### src/rtl/multicycle_ctrl.sv
// rtl/multicycle_ctrl.sv - multi-cycle RV32I-subset sequencer (optional JAL via MULTICYCLE_CTRL_JAL_EN)
module multicycle_ctrl (
  input  logic        clk,
  input  logic        rst_n,
  input  logic [31:0] instr,
  input  logic        zero,
  input  logic        mem_ready,
  output logic        mem_req,
  output logic        mem_write,
  output logic        adr_src,
  output logic        ir_write,
  output logic        pc_write,
  output logic        reg_write,
  output logic [1:0]  alu_src_a,
  output logic [1:0]  alu_src_b,
  output logic [2:0]  alu_ctrl,
  output logic [2:0]  imm_src,
  output logic [1:0]  result_src,
  output logic        instr_retired,
  output logic        illegal
);

  typedef enum logic [3:0] {
    S_RST,
    S_FETCH,
    S_DECODE,
    S_MEMADR,
    S_MEMREAD,
    S_MEMWB,
    S_MEMWRITE,
    S_EXECR,
    S_EXECI,
    S_ALUWB,
    S_BRANCH,
    S_TRAP
`ifdef MULTICYCLE_CTRL_JAL_EN
    , S_JAL
`endif
  } state_t;

  localparam logic [6:0] OP_LOAD   = 7'b0000011;
  localparam logic [6:0] OP_STORE  = 7'b0100011;
  localparam logic [6:0] OP_RTYPE  = 7'b0110011;
  localparam logic [6:0] OP_ITYPE  = 7'b0010011;
  localparam logic [6:0] OP_BRANCH = 7'b1100011;
  localparam logic [6:0] OP_JAL    = 7'b1101111;

  localparam logic [2:0] ALU_ADD = 3'b000;
  localparam logic [2:0] ALU_SUB = 3'b001;
  localparam logic [2:0] ALU_AND = 3'b010;
  localparam logic [2:0] ALU_OR  = 3'b011;
  localparam logic [2:0] ALU_SLT = 3'b101;

  state_t state;
  state_t next_state;
  state_t decode_next;

  logic [6:0] opcode;
  logic [2:0] funct3;
  logic       funct7_5;
  logic       f3_alu_ok;
  logic [2:0] alu_op_r;
  logic [2:0] alu_op_i;
  logic       branch_taken;
  logic       unused_instr;

  assign opcode       = instr[6:0];
  assign funct3       = instr[14:12];
  assign funct7_5     = instr[30];
  assign unused_instr = ^{instr[31], instr[29:15], instr[11:7]};

  // Only these funct3 values map onto an ALU operation this core supports.
  assign f3_alu_ok = (funct3 == 3'b000) || (funct3 == 3'b010) ||
                     (funct3 == 3'b110) || (funct3 == 3'b111);

  // beq takes the branch on zero, bne on nonzero.
  assign branch_taken = ((funct3 == 3'b000) && zero) || ((funct3 == 3'b001) && !zero);

  // ALU operation from funct3; only register-register ops honour funct7[5] as sub.
  always_comb begin
    alu_op_i = ALU_ADD;
    case (funct3)
      3'b010:  alu_op_i = ALU_SLT;
      3'b110:  alu_op_i = ALU_OR;
      3'b111:  alu_op_i = ALU_AND;
      default: alu_op_i = ALU_ADD;
    endcase
    alu_op_r = alu_op_i;
    if (funct3 == 3'b000 && funct7_5) alu_op_r = ALU_SUB;
  end

  // Instruction class decode used when leaving DECODE.
  always_comb begin
    decode_next = S_TRAP;
    case (opcode)
      OP_LOAD, OP_STORE: if (funct3 == 3'b010) decode_next = S_MEMADR;
      OP_RTYPE:          if (f3_alu_ok) decode_next = S_EXECR;
      OP_ITYPE:          if (f3_alu_ok) decode_next = S_EXECI;
      OP_BRANCH:         if (funct3 == 3'b000 || funct3 == 3'b001) decode_next = S_BRANCH;
`ifdef MULTICYCLE_CTRL_JAL_EN
      OP_JAL:            decode_next = S_JAL;
`else
      OP_JAL:            decode_next = S_TRAP;
`endif
      default:           decode_next = S_TRAP;
    endcase
  end

  // State register; reset drops any in-flight access and restarts from RST.
  always_ff @(posedge clk) begin
    if (!rst_n) state <= S_RST;
    else        state <= next_state;
  end

  // Per-state control outputs and next-state selection.
  always_comb begin
    next_state    = state;
    mem_req       = 1'b0;
    mem_write     = 1'b0;
    adr_src       = 1'b0;
    ir_write      = 1'b0;
    pc_write      = 1'b0;
    reg_write     = 1'b0;
    alu_src_a     = 2'b00;
    alu_src_b     = 2'b00;
    alu_ctrl      = ALU_ADD;
    imm_src       = 3'b000;
    result_src    = 2'b00;
    instr_retired = 1'b0;
    illegal       = 1'b0;
    case (state)
      S_RST: next_state = S_FETCH;
      S_FETCH: begin
        mem_req    = 1'b1;
        alu_src_b  = 2'b10;
        result_src = 2'b10;
        if (mem_ready) begin
          ir_write   = 1'b1;
          pc_write   = 1'b1;
          next_state = S_DECODE;
        end
      end
      S_DECODE: begin
        alu_src_a  = 2'b01;
        alu_src_b  = 2'b01;
        imm_src    = 3'b010;
        next_state = decode_next;
      end
      S_MEMADR: begin
        alu_src_a  = 2'b10;
        alu_src_b  = 2'b01;
        imm_src    = opcode[5] ? 3'b001 : 3'b000;
        next_state = opcode[5] ? S_MEMWRITE : S_MEMREAD;
      end
      S_MEMREAD: begin
        mem_req = 1'b1;
        adr_src = 1'b1;
        if (mem_ready) next_state = S_MEMWB;
      end
      S_MEMWB: begin
        result_src    = 2'b01;
        reg_write     = 1'b1;
        instr_retired = 1'b1;
        next_state    = S_FETCH;
      end
      S_MEMWRITE: begin
        mem_req   = 1'b1;
        mem_write = 1'b1;
        adr_src   = 1'b1;
        if (mem_ready) begin
          instr_retired = 1'b1;
          next_state    = S_FETCH;
        end
      end
      S_EXECR: begin
        alu_src_a  = 2'b10;
        alu_src_b  = 2'b00;
        alu_ctrl   = alu_op_r;
        next_state = S_ALUWB;
      end
      S_EXECI: begin
        alu_src_a  = 2'b10;
        alu_src_b  = 2'b01;
        alu_ctrl   = alu_op_i;
        next_state = S_ALUWB;
      end
      S_ALUWB: begin
        reg_write     = 1'b1;
        instr_retired = 1'b1;
        next_state    = S_FETCH;
      end
      S_BRANCH: begin
        alu_src_a     = 2'b10;
        alu_src_b     = 2'b00;
        alu_ctrl      = ALU_SUB;
        pc_write      = branch_taken;
        instr_retired = 1'b1;
        next_state    = S_FETCH;
      end
`ifdef MULTICYCLE_CTRL_JAL_EN
      S_JAL: begin
        alu_src_a  = 2'b01;
        alu_src_b  = 2'b10;
        pc_write   = 1'b1;
        next_state = S_ALUWB;
      end
`endif
      S_TRAP: illegal = 1'b1;
      default: next_state = S_RST;
    endcase
  end

endmodule

### config.mk
export PLATFORM = sky130hd
export DESIGN_NAME = multicycle_ctrl
export DESIGN_NICKNAME = d
export VERILOG_FILES = /design/src/rtl/multicycle_ctrl.sv
export SDC_FILE = /design/constraint.sdc
export NUM_CORES = 1
export LEC_CHECK = 0
export CAP_MARGIN = 30
export CORE_MARGIN = 1
export CORE_UTILIZATION = 34
export CTS_BUF_LIST = sky130_fd_sc_hd__clkbuf_16
export DETAILED_ROUTE_END_ITERATION = 16
export PLACE_DENSITY_LB_ADDON = 0.1
export SLEW_MARGIN = 20
export SYNTH_ARGS = -nofsm -noshare
export SYNTH_HDL_FRONTEND = slang
export SYNTH_SLANG_ARGS = --single-unit
### constraint.sdc
create_clock -name clk -period 3.4 [get_ports clk]
set_input_delay 0.34 -clock clk [delete_from_list [all_inputs] [get_ports clk]]
set_output_delay 0.34 -clock clk [all_outputs]
set_load 0.02 [all_outputs]
== Yosys cells after proc, flatten, opt, wreduce, memory -nomap -nowiden ==
Cells that the tools add are included.

* Flip-flop bits (word level): 4
* Output and inout bits: 20
* Logic and storage cells: 73

* Equal/unequal tests: 23
* Multiplexer cells: 27
* Bitwise operators: 1
* Reductions and logical operators: 21

{| class="wikitable"
|+ Operator list
! kind !! number
|-
| one-hot mux 4 bit (8 select lines) || 1
|-
| 2-to-1 mux 4 bit || 5
|-
| one-hot mux 3 bit (3 select lines) || 2
|-
| == test 4 x 3 -> 1 bit, second input constant || 4
|-
| == test 4 bit, second input constant || 4
|-
| one-hot mux 2 bit (2 select lines) || 4
|-
| one-hot mux 4 bit (4 select lines) || 1
|-
| == test 7 x 6 -> 1 bit, second input constant || 2
|-
| 2-to-1 mux 1 bit || 9
|-
| OR reduction 3 bit || 3
|-
| == test 4 x 2 -> 1 bit, second input constant || 2
|-
| OR reduction 2 bit || 4
|-
| OR reduction 4 bit || 2
|-
| == test 7 x 2 -> 1 bit, second input constant || 1
|-
| == test 7 x 5 -> 1 bit, second input constant || 1
|-
| == test 7 bit, second input constant || 1
|-
| == test 3 bit, second input constant || 2
|-
| inequality test 2 bit, second input constant || 3
|-
| logical OR 1 bit || 5
|-
| == test 4 x 1 -> 1 bit, second input constant || 1
|-
| logical NOT 4 bit || 1
|-
| 2-to-1 mux 2 bit || 2
|-
| one-hot mux 1 bit (2 select lines) || 2
|-
| AND reduction 4 bit || 1
|-
| 7 further kinds || 9
|}

== Depth between registers and ports, before layout ==
Gate-level depths: netlist of the first run.

* Depth after elaboration: 7
* Mapped depth: 6
* Mapped depth without buffers: 4

== Worst setup path after synthesis of the first run ==
Ideal clock, no wire load.

* Path kind: reg2out
* Start: register state[3]
* End: output ir_write
* Data arrival time: 1563 ps
* Data required time: 3060 ps
* Path slack: 1497 ps
* Stages on the path, launching flop included: 5
* Path buffers: 2
* Cell sequence: dfxtp_1 -> buf_2 -> buf_2 -> nor3_1 -> and2_1

* Cells in the longest elaborated chain, start to end: 2

{| class="wikitable"
|+ RTL lines
! item !! RTL line !! source
|-
| from (decl) || 54 || <nowiki>state_t state;</nowiki>
|-
| from (signal assigned) || 112 || <nowiki>else state <= next_state;</nowiki>
|-
| == test 4 x 1 -> 1 bit || 131 || <nowiki>case (state)</nowiki>
|-
| 2-to-1 mux 1 bit || 131 ||
|-
| to (decl) || 11 || <nowiki>output logic ir_write,</nowiki>
|}

No other way between the ends.

== Final worst setup path of the first run ==
* Start: register state[0]
* End: output ir_write

The elaborated chain is that of the path after synthesis.

==> results of run 1 <==
area by class of cell:
cell class / instances / area [µm²]
tap: 25 / 31.3
timing repair buffer: 33 / 330
inverter: 4 / 15.0
multi-input combinational: 83 / 526
fill: 183 / 744
sequential: 4 / 80.1
clock buffer: 3 / 75.1
layer usage:
metal | share of wire [%] | up-vias | track usage (%)
met5 | 0 | - | 0
met4 | 0 | 0 | 2.94
met3 | 3.4 | 0 | 3.53
met2 | 50 | 22 | 34.4
met1 | 46 | 383 | 22.2
li1 | - | 419 | -
cells by family after synthesis:
logic type / count (synthesis)
AND/OR/NAND/NOR: 56
AO/OA/AOI/OAI: 24
buffers and inverters: 13
flip-flops: 4
XOR/XNOR: 2
other: 1
metrics by stage:
step | hold WS, ns | instance area [µm²] | cells | util, %
after global routing | 0.778 | 1060 | 152 | 58.7
after global placement | 0.732 | 982 | 149 | 54.5
after floorplan | 0.457 | 676 | 100 | -
after detailed placement | 0.742 | 982 | 149 | 54.5
final | 0.732 | 1060 | 152 | 58.7
after CTS | 0.739 | 1060 | 152 | 58.7
power groups by stage:
stage          logic (mW)  registers [mW]  clock network [mW]
4_1_cts             0.482           0.154               0.182
5_1_grt             0.528           0.164               0.185
3_5_place_dp        0.480           0.156                   0
6_report            0.479           0.155               0.179
3_3_place_gp        0.477           0.154                   0
2_1_floorplan       0.396          0.0786                   0
critical path, delay by kind of cell, from the launching register on:
family	cells	cell delay, ns
AND/OR/NAND/NOR	3	0.79
buffers and inverters	1	0.60
flip-flops	1	0.78
how the worst max path moves through the flow:
stage | start | endpoint | slack, ns
6_report | state[0] | ir_write | 0.67
5_1_grt | state[3] | alu_ctrl[2] | 0.48
4_1_cts | state[3] | alu_ctrl[2] | 0.68
3_5_place_dp | state[0] | ir_write | 0.91
3_3_place_gp | state[0] | ir_write | 0.91
2_1_floorplan | state[3] | ir_write | 1.50
placed cells by master, fill, tap and decap left out, types with 3 or more instances in the layout:
| master | instances |
|---|---|
| nor2_1 | 10 |
| or2_2 | 4 |
| clkdlybuf4s50_1 | 33 |
| a21oi_1 | 8 |
| nand3_1 | 4 |
| inv_1 | 4 |
| dfxtp_1 | 4 |
| nand2_1 | 10 |
| nand2b_1 | 5 |
| o21a_1 | 3 |
| nor3_1 | 5 |
| clkbuf_16 | 3 |
cells in the mapped netlist (all sizes together) (2+ instances only):
cell type	count
inv	4
o21a	3
o21ai	3
or2	4
nor2	10
dfxtp	4
buf	8
nand3	4
nor4	2
a21oi	8
o32ai	2
nor2b	2
or4b	2
nand2b	5
nor4b	3
nor3	5
nand2	10
and2	2
xnor2	2
==> impl_metrics.env, run 1 <==
export IMPL_synth_edf_count=0
export IMPL_vias_per_cell=5.42
export IMPL_setup_ws_ns=0.674
export IMPL_status="complete, no violations"
export IMPL_min_to="state[1]"
export IMPL_antenna_found_initial=0
export IMPL_worst_setup_path_end_kind="output pin"
export IMPL_grt_max_degree=22
export IMPL_portBuffers=33
export IMPL_finalSetupTns_ns=0
export IMPL_synth_flop_cell="dfxtp_1"
export IMPL_ys_async_sr_fraction_pct=0
export IMPL_ioPinCount=56
export IMPL_finalClockSkew_ns=0.00257
export IMPL_rr_startpoint="state[1]"
export IMPL_synth_seq_cells=4
export IMPL_n_antenna_cell=0
export IMPL_synth_area_leader_cell="dfxtp_1"
export IMPL_r2r_end="state[2]"
export IMPL_crit_path_top_delay_cell="dfxtp_1"
export IMPL_dieArea_um2=2170
export IMPL_period_share_pct=80.2
export IMPL_cts_tree="built"
export IMPL_rows=15
export IMPL_finalSetupViolations=0
export IMPL_drtIter0Drc=11
export IMPL_gp_congestion=0.781
export IMPL_start_util_pct=37.5
export IMPL_synth_top_area_share_pct=11.9
export IMPL_p_int_mw=0.462
export IMPL_cts_sinks=4
export IMPL_synth_top_family_by_area="simple AND/OR/NAND/NOR gates"
export IMPL_pwr_share_comb_pct=58.9
export IMPL_switching_share_pct=43.1
export IMPL_cts_setup_buffers=0
export IMPL_ys_seq_area_share_pct=11.9
export IMPL_largest_reg_flops=4
export IMPL_total_power_mw=0.813
export IMPL_synth_distinct_cells=40
export IMPL_grt_pass1_wl_um=3010
export IMPL_power_density_nw_per_um2=769
export IMPL_min_from="state[1]"
export IMPL_dpl_worst_slack_ns=0.910
export IMPL_cts_resized=0
export IMPL_wirelength_um=1800
export IMPL_firstDrtPassIters=4
export IMPL_syn_to_final_growth_pct=56.5
export IMPL_required_ns=3.06
export IMPL_timing_critical_path_fanout_max=21
export IMPL_netlist_area_um2=676
export IMPL_worst_setup_path_start_kind="flop"
export IMPL_hold_path_class="flop to flop"
export IMPL_syn_nets=136
export IMPL_max_slew_margin_rel_pct=51.6
export IMPL_reg_largest_list="state: 4 flops"
export IMPL_ctsHtreeMaxLevel=1
export IMPL_path_class="flop to output pin"
export IMPL_hold_path_depth=2
export IMPL_die_h_um=46.6
export IMPL_rsz0062_at_grt="no"
export IMPL_synthSimpleGateAreaFrac_pct=49.6
export IMPL_fmax_mhz=367
export IMPL_reg2reg_depth=4
export IMPL_synthTopCellsByArea="dfxtp_1 (12%), a21oi_1 (5.9%), nand2_1 (5.6%)"
export IMPL_yosys_area_share_adder_pct=0
export IMPL_syn_inst=100
export IMPL_syn_area_per_cell_um2=6.76
export IMPL_drcViolationCount=0
export IMPL_synth_xor_area_share_pct=2.59
export IMPL_drive_above_1_share_pct=7.09
export IMPL_track_usage_pct=18.7
export IMPL_slew_viol_final=0
export IMPL_nNetsFinal=165
export IMPL_numCtsBuffers=3
export IMPL_reg2reg_setup_slack_ns=1.70
export IMPL_cts_buffer_depth=2
export IMPL_root_buffer="clkbuf_16"
export IMPL_power_leakage_nw=0.363
export IMPL_netSwitchingPower_mw=0.350
export IMPL_dieWidth_um=46.6
export IMPL_worst_path_largest_cell_delay_ns=0.78
export IMPL_synth_area_mux_share_pct=0
export IMPL_clkSlewWorstSetupHoldPaths_ns=0.03
export IMPL_ir_worst_vdd_uv=829
export IMPL_worst_pin_slew_ns=0.724
export IMPL_top_register="state"
export IMPL_overflow=0
export IMPL_grt_pass1_vias=730
export IMPL_finalHoldViolations=0
export IMPL_yosysWarnings=0
export IMPL_cts_hold_buffers=0
export IMPL_insertion_delay_ns=0.22
export IMPL_pwr_share_seq_pct=19.1
export IMPL_synth_compound_area_share_pct=25.0
export IMPL_clkPwrFrac_pct=22.0
export IMPL_place_hpwl_um=1390
export IMPL_wl_per_cell_um=11.9
export IMPL_maxCapViolCount=0
export IMPL_core_area_um2=1800
export IMPL_worstPathArrival_ns=2.39
export IMPL_min_period_ns=2.73
export IMPL_crit_chain="nand2b_1, nor3_1, and2_1, clkdlybuf4s50_1"
export IMPL_vias=824
export IMPL_final_antenna_net_count=0
Note: power is estimated with default switching activity, not from simulation.
==> run 2, diff against run 1 <==
CORE_ASPECT_RATIO = 0.6   (was unset)
CORE_UTILIZATION = 29   (was 34)
clock period = 2.3 ns   (was 3.4 ns; I/O delays follow)
==> run 2 against run 1 <==
  * Core utilization is 5.0 points lower
  * First-iteration DRC count grew to 7.5 times the previous value
  * Register-to-register slack worse by 0.91 ns
  * Clock skew is 0.0025 ns lower
  * Non-clock buffer count is 12 higher
  * Clock power is 50% higher
  * Via count is 2.9% higher
  * Power is 63% higher
  * Cell area is 11% higher
  * Sequential power is 5% lower
  * Hold slack worse by 0.060 ns
  * Routed wire length is 11% higher
  * Largest cell class unchanged
  * Highest routed layer is now met4
==> impl_metrics.env, run 2 (same netlist as run 1, synthesis figures left out) <==
export IMPL_slew_viol_final=0
export IMPL_grt_busiest_layer="met1"
export IMPL_drtIter0Drc=83
export IMPL_vias_per_cell=5.02
export IMPL_rr_startpoint="state[3]"
export IMPL_required_ns=2.07
export IMPL_final_cells=169
export IMPL_finalHoldViolations=0
export IMPL_min_from="rst_n"
export IMPL_dieWidth_um=64.3
export IMPL_crit_path_top_delay_cell="clkdlybuf4s50_1"
export IMPL_nNetsFinal=177
export IMPL_gp_congestion=0.773
export IMPL_use_met2_pct=21.6
export IMPL_root_buffer="clkbuf_16"
export IMPL_setup_ws_ns=0.127
export IMPL_reg_largest_list="state: 4 flops"
export IMPL_use_met3_pct=1.74
export IMPL_worst_path_largest_cell_delay_ns=0.62
export IMPL_wirelength_um=2000
export IMPL_start_util_pct=31.0
export IMPL_min_to="state[3]"
export IMPL_reg2reg_depth=5
export IMPL_path_class="flop to output pin"
export IMPL_cts_resized=3
export IMPL_utilization_pct=53.7
export IMPL_grt_pass1_wl_um=3090
export IMPL_min_period_ns=2.17
export IMPL_crit_chain="buf_4, nand2_1, o21a_1, o22ai_1, clkdlybuf4s50_1"
export IMPL_holdWs_ns=0.672
export IMPL_drcViolationCount=0
export IMPL_power_density_nw_per_um2=1130
export IMPL_cts_tree="built"
export IMPL_numCtsBuffers=3
export IMPL_maxCapViolCount=0
export IMPL_reg2reg_setup_slack_ns=0.79
export IMPL_insertion_delay_ns=0.22
export IMPL_rows=13
export IMPL_worstPathArrival_ns=1.94
export IMPL_period_share_pct=94.5
export IMPL_timing_critical_path_fanout_max=10
export IMPL_final_common_cell="clkdlybuf4s50_1"
export IMPL_top_register="state"
export IMPL_core_area_um2=2180
export IMPL_power_leakage_nw=0.463
export IMPL_dieArea_um2=2530
export IMPL_status="complete, no violations"
export IMPL_final_cell_mix="clkdlybuf4s50_1 (29), buf_4 (11), nand2_1 (10), nor2_1 (10), a21oi_1 (8)"
export IMPL_largest_reg_flops=4
export IMPL_die_h_um=39.4
export IMPL_cts_setup_buffers=0
export IMPL_firstDrtPassIters=4
export IMPL_portBuffers=33
export IMPL_antenna_found_initial=0
export IMPL_grt_pass1_vias=667
export IMPL_post_place_cells=166
export IMPL_drive_above_1_share_pct=15.8
export IMPL_vias=848
export IMPL_hold_path_class="input port to flop"
export IMPL_hold_path_depth=2
export IMPL_fmax_mhz=460
export IMPL_track_usage_pct=16.4
export IMPL_overflow=0
export IMPL_finalSetupViolations=0
export IMPL_place_hpwl_um=1570
export IMPL_finalClockSkew_ns=0.0000915
export IMPL_worst_setup_path_start_kind="flop"
export IMPL_rsz0062_at_grt="no"
export IMPL_ctsHtreeMaxLevel=1
export IMPL_dpl_worst_slack_ns=0.175
export IMPL_finalSetupTns_ns=0
export IMPL_n_antenna_cell=0
export IMPL_ir_worst_vdd_uv=678
export IMPL_final_antenna_net_count=0
export IMPL_cts_hold_buffers=0
export IMPL_r2r_end="state[2]"
export IMPL_worst_setup_path_end_kind="output pin"
export IMPL_clkSlewWorstSetupHoldPaths_ns=0.03
export IMPL_cts_sinks=4
export IMPL_grt_util_met1_pct=25.8
export IMPL_wl_per_cell_um=11.8
export IMPL_cts_buffer_depth=2
export IMPL_ioPinCount=56
export IMPL_syn_to_final_growth_pct=73.1
export IMPL_grt_max_degree=18
run 2: cell count changes in the layout (fill, tap and decap cells not counted), sizes merged:
cell           previous run  this run
clkdlybuf4s50            33        29
dlygate4sd2               0         3
dlymetal6s2s              0         1
buf                       0        12
run 2: power by group:
| part | internal [mW] | total (mW) | switching [mW] |
|---|---|---|---|
| clock network | 0.222 | 0.268 | 0.0462 |
| registers | 0.0971 | 0.147 | 0.0503 |
| logic | 0.452 | 0.907 | 0.455 |
| total | 0.771 | 1.32 | 0.551 |
run 2: worst max-delay path: cells and delay by family (launching register included):
| family | cells | cell delay (ns) |
|---|---|---|
| compound gates | 2 | 0.30 |
| buf+inv | 2 | 0.85 |
| flops | 1 | 0.47 |
| simple gates | 1 | 0.09 |
run 2: worst max-delay path by stage:
stage,start,to,slack (ns),cells after the start
6_report,state[1],instr_retired,0.13,5
5_1_grt,state[1],instr_retired,0.03,5
4_1_cts,state[0],ir_write,0.06,5
3_5_place_dp,instr[13],pc_write,0.18,5
3_3_place_gp,state[0],alu_ctrl[2],0.21,5
2_1_floorplan,state[3],ir_write,0.51,4
run 2: per-stage QoR:
step / total power [mW] / instance area [µm²]
floorplan: 0.701 / 676
finish: 1.32 / 1170
detailed placement: 1.05 / 1090
CTS: 1.32 / 1160
global route: 1.41 / 1170
global placement: 1.05 / 1090
run 2: cell type report:
type	count	area (µm²)
multi-input cells	83	531
clock buffers	3	75.1
well taps	30	37.5
fillers	222	1010
flip-flops and latches	4	80.1
repair buffers	45	432
inverters	4	15.0
run 2: per-layer routing:
layer | vias up | share of wire [%]
li1 | 440 | -
met1 | 378 | 56
met2 | 28 | 39
met3 | 2 | 4.9
met4 | 0 | 0.70
met5 | - | 0
==> run 3, diff against run 2 <==
CORE_MARGIN = 8   (was 1)
CORE_UTILIZATION = 30   (was 29)
CTS_BUF_LIST = sky130_fd_sc_hd__clkbuf_4 sky130_fd_sc_hd__clkbuf_8   (was sky130_fd_sc_hd__clkbuf_16)
==> run 3 against run 2 <==
  * Core utilization is 1.1 points lower
  * Hold slack worse by 0.012 ns
  * Setup slack better by 0.013 ns
  * Cell area is 3.4% lower
  * Sequential cell count stayed put
  * Clock skew hardly changed
  * Via count is 1.4% higher
  * Final cell count is 0.59% higher
  * Global-route usage is 5.2 points lower
  * Critical endpoint is now pc_write
  * Highest routed layer is now met3
==> impl_metrics.env, run 3 (same netlist as run 1, synthesis figures left out) <==
export IMPL_numCtsBuffers=3
export IMPL_rr_startpoint="state[2]"
export IMPL_timing_critical_path_fanout_max=12
export IMPL_rows=13
export IMPL_power_leakage_nw=0.426
export IMPL_die_h_um=52.8
export IMPL_grt_pass1_vias=728
export IMPL_fmax_mhz=463
export IMPL_dpl_worst_slack_ns=0.178
export IMPL_portBuffers=33
export IMPL_period_share_pct=93.9
export IMPL_drcViolationCount=0
export IMPL_nNetsFinal=178
export IMPL_core_area_um2=2150
export IMPL_ioPinCount=56
export IMPL_largest_reg_flops=4
export IMPL_hold_path_class="input port to flop"
export IMPL_clkSlewWorstSetupHoldPaths_ns=0.03
export IMPL_power_density_nw_per_um2=1070
export IMPL_worstSetupStartpoint="state[3]"
export IMPL_grt_max_degree=21
export IMPL_overflow=0
export IMPL_wl_per_cell_um=14.2
export IMPL_ir_worst_vdd_uv=595
export IMPL_maxCapViolCount=0
export IMPL_crit_path_top_delay_cell="clkdlybuf4s50_1"
export IMPL_start_util_pct=31.5
export IMPL_worst_setup_path_end_kind="output pin"
export IMPL_grt_pass1_wl_um=3690
export IMPL_cts_hold_buffers=0
export IMPL_finalClockSkew_ns=0.000508
export IMPL_worst_path_largest_cell_delay_ns=0.61
export IMPL_critPathBufInv=2
export IMPL_min_from="rst_n"
export IMPL_reg_largest_list="state: 4 flops"
export IMPL_insertion_delay_ns=0.21
export IMPL_final_cell_mix="clkdlybuf4s50_1 (31), buf_4 (13), nand2_1 (10), nor2_1 (10), a21oi_1 (8)"
export IMPL_utilization_pct=52.6
export IMPL_worst_setup_path_start_kind="flop"
export IMPL_place_hpwl_um=1930
export IMPL_final_antenna_net_count=0
export IMPL_finalSetupViolations=0
export IMPL_ctsHtreeMaxLevel=1
export IMPL_cts_sinks=4
export IMPL_path_class="flop to output pin"
export IMPL_status="complete, no violations"
export IMPL_gp_congestion=0.757
export IMPL_rsz0062_at_grt="no"
export IMPL_cts_setup_buffers=0
export IMPL_vias_per_cell=5.06
export IMPL_finalSetupTns_ns=0
export IMPL_holdWs_ns=0.659
export IMPL_track_usage_pct=11.3
export IMPL_slew_viol_final=0
export IMPL_worstPathArrival_ns=1.93
export IMPL_antenna_found_initial=0
export IMPL_crit_chain="buf_4, nand2_1, nor4_1, a21oi_1, nor2_1, clkdlybuf4s50_1"
export IMPL_cts_tree="built"
export IMPL_top_register="state"
export IMPL_firstDrtPassIters=4
export IMPL_n_antenna_cell=0
export IMPL_setup_ws_ns=0.140
export IMPL_dieWidth_um=77.3
export IMPL_min_period_ns=2.16
export IMPL_drtIter0Drc=41
export IMPL_wirelength_um=2410
export IMPL_root_buffer="clkbuf_8"
export IMPL_cts_buffer_depth=2
export IMPL_finalHoldViolations=0
export IMPL_vias=860
export IMPL_dieArea_um2=4080
export IMPL_syn_to_final_growth_pct=67.2
export IMPL_cp_top_family="buffers and inverters"
export IMPL_final_common_cell="clkdlybuf4s50_1"
export IMPL_drive_above_1_share_pct=16.4
export IMPL_required_ns=2.07
## run 3: cell count changes in the layout (fill, tap and decap cells not counted), sizes merged
cell and delta:
dlymetal6s2s -1, clkdlybuf4s50 +2, dlygate4sd2 -1, buf +1
## run 3: area by class of cell
class | instances | area, µm²
sequential | 4 | 80.1
fill | 212 | 1020
tap | 30 | 37.5
clock buffer | 3 | 41.3
inverter | 4 | 15.0
timing repair buffer | 46 | 425
multi-input combinational | 83 | 531
## run 3: path summary, 6_finish.rpt
path	endpoint	slack, ns	depth (start not counted)
max	pc_write	0.14	6
min	state[3]	0.66	2
max reg2reg	state[2]	0.76	5
min reg2reg	state[3]	0.73	2
## run 3: what timing repair did
action	CTS	global route
gates cloned	0	0
resized for setup	2	1
endpoints found under the setup margin	2	2
## run 3: power by group
part           switching [mW]  internal, mW
sequential             0.0312        0.0970
clock                  0.0325         0.111
combinational           0.488         0.447
## run 3: per-layer routing
layer  up-vias  wire length (µm)  track usage, %
met3         0               150            2.57
met1       396              1160            15.8
met5         -                 0               0
met2        22              1090            16.6
met4         0                 0            3.73
li1        442                 -               -
## run 3: metrics by stage
stage	cell area [µm²]	power (mW)	std cells
6_report	1130	1.21	170
4_1_cts	1120	1.21	170
3_5_place_dp	1090	1.06	167
5_1_grt	1130	1.30	170
3_3_place_gp	1090	1.05	167
2_1_floorplan	676	0.701	100
## run 3: worst reg2reg max path, stage by stage, from the launching register on
cell	delay, ns
dfxtp_1	0.34
buf_4	0.17
nor4b_4	0.35
nand3_1	0.14
a2111oi_2	0.33
o21a_1	0.16
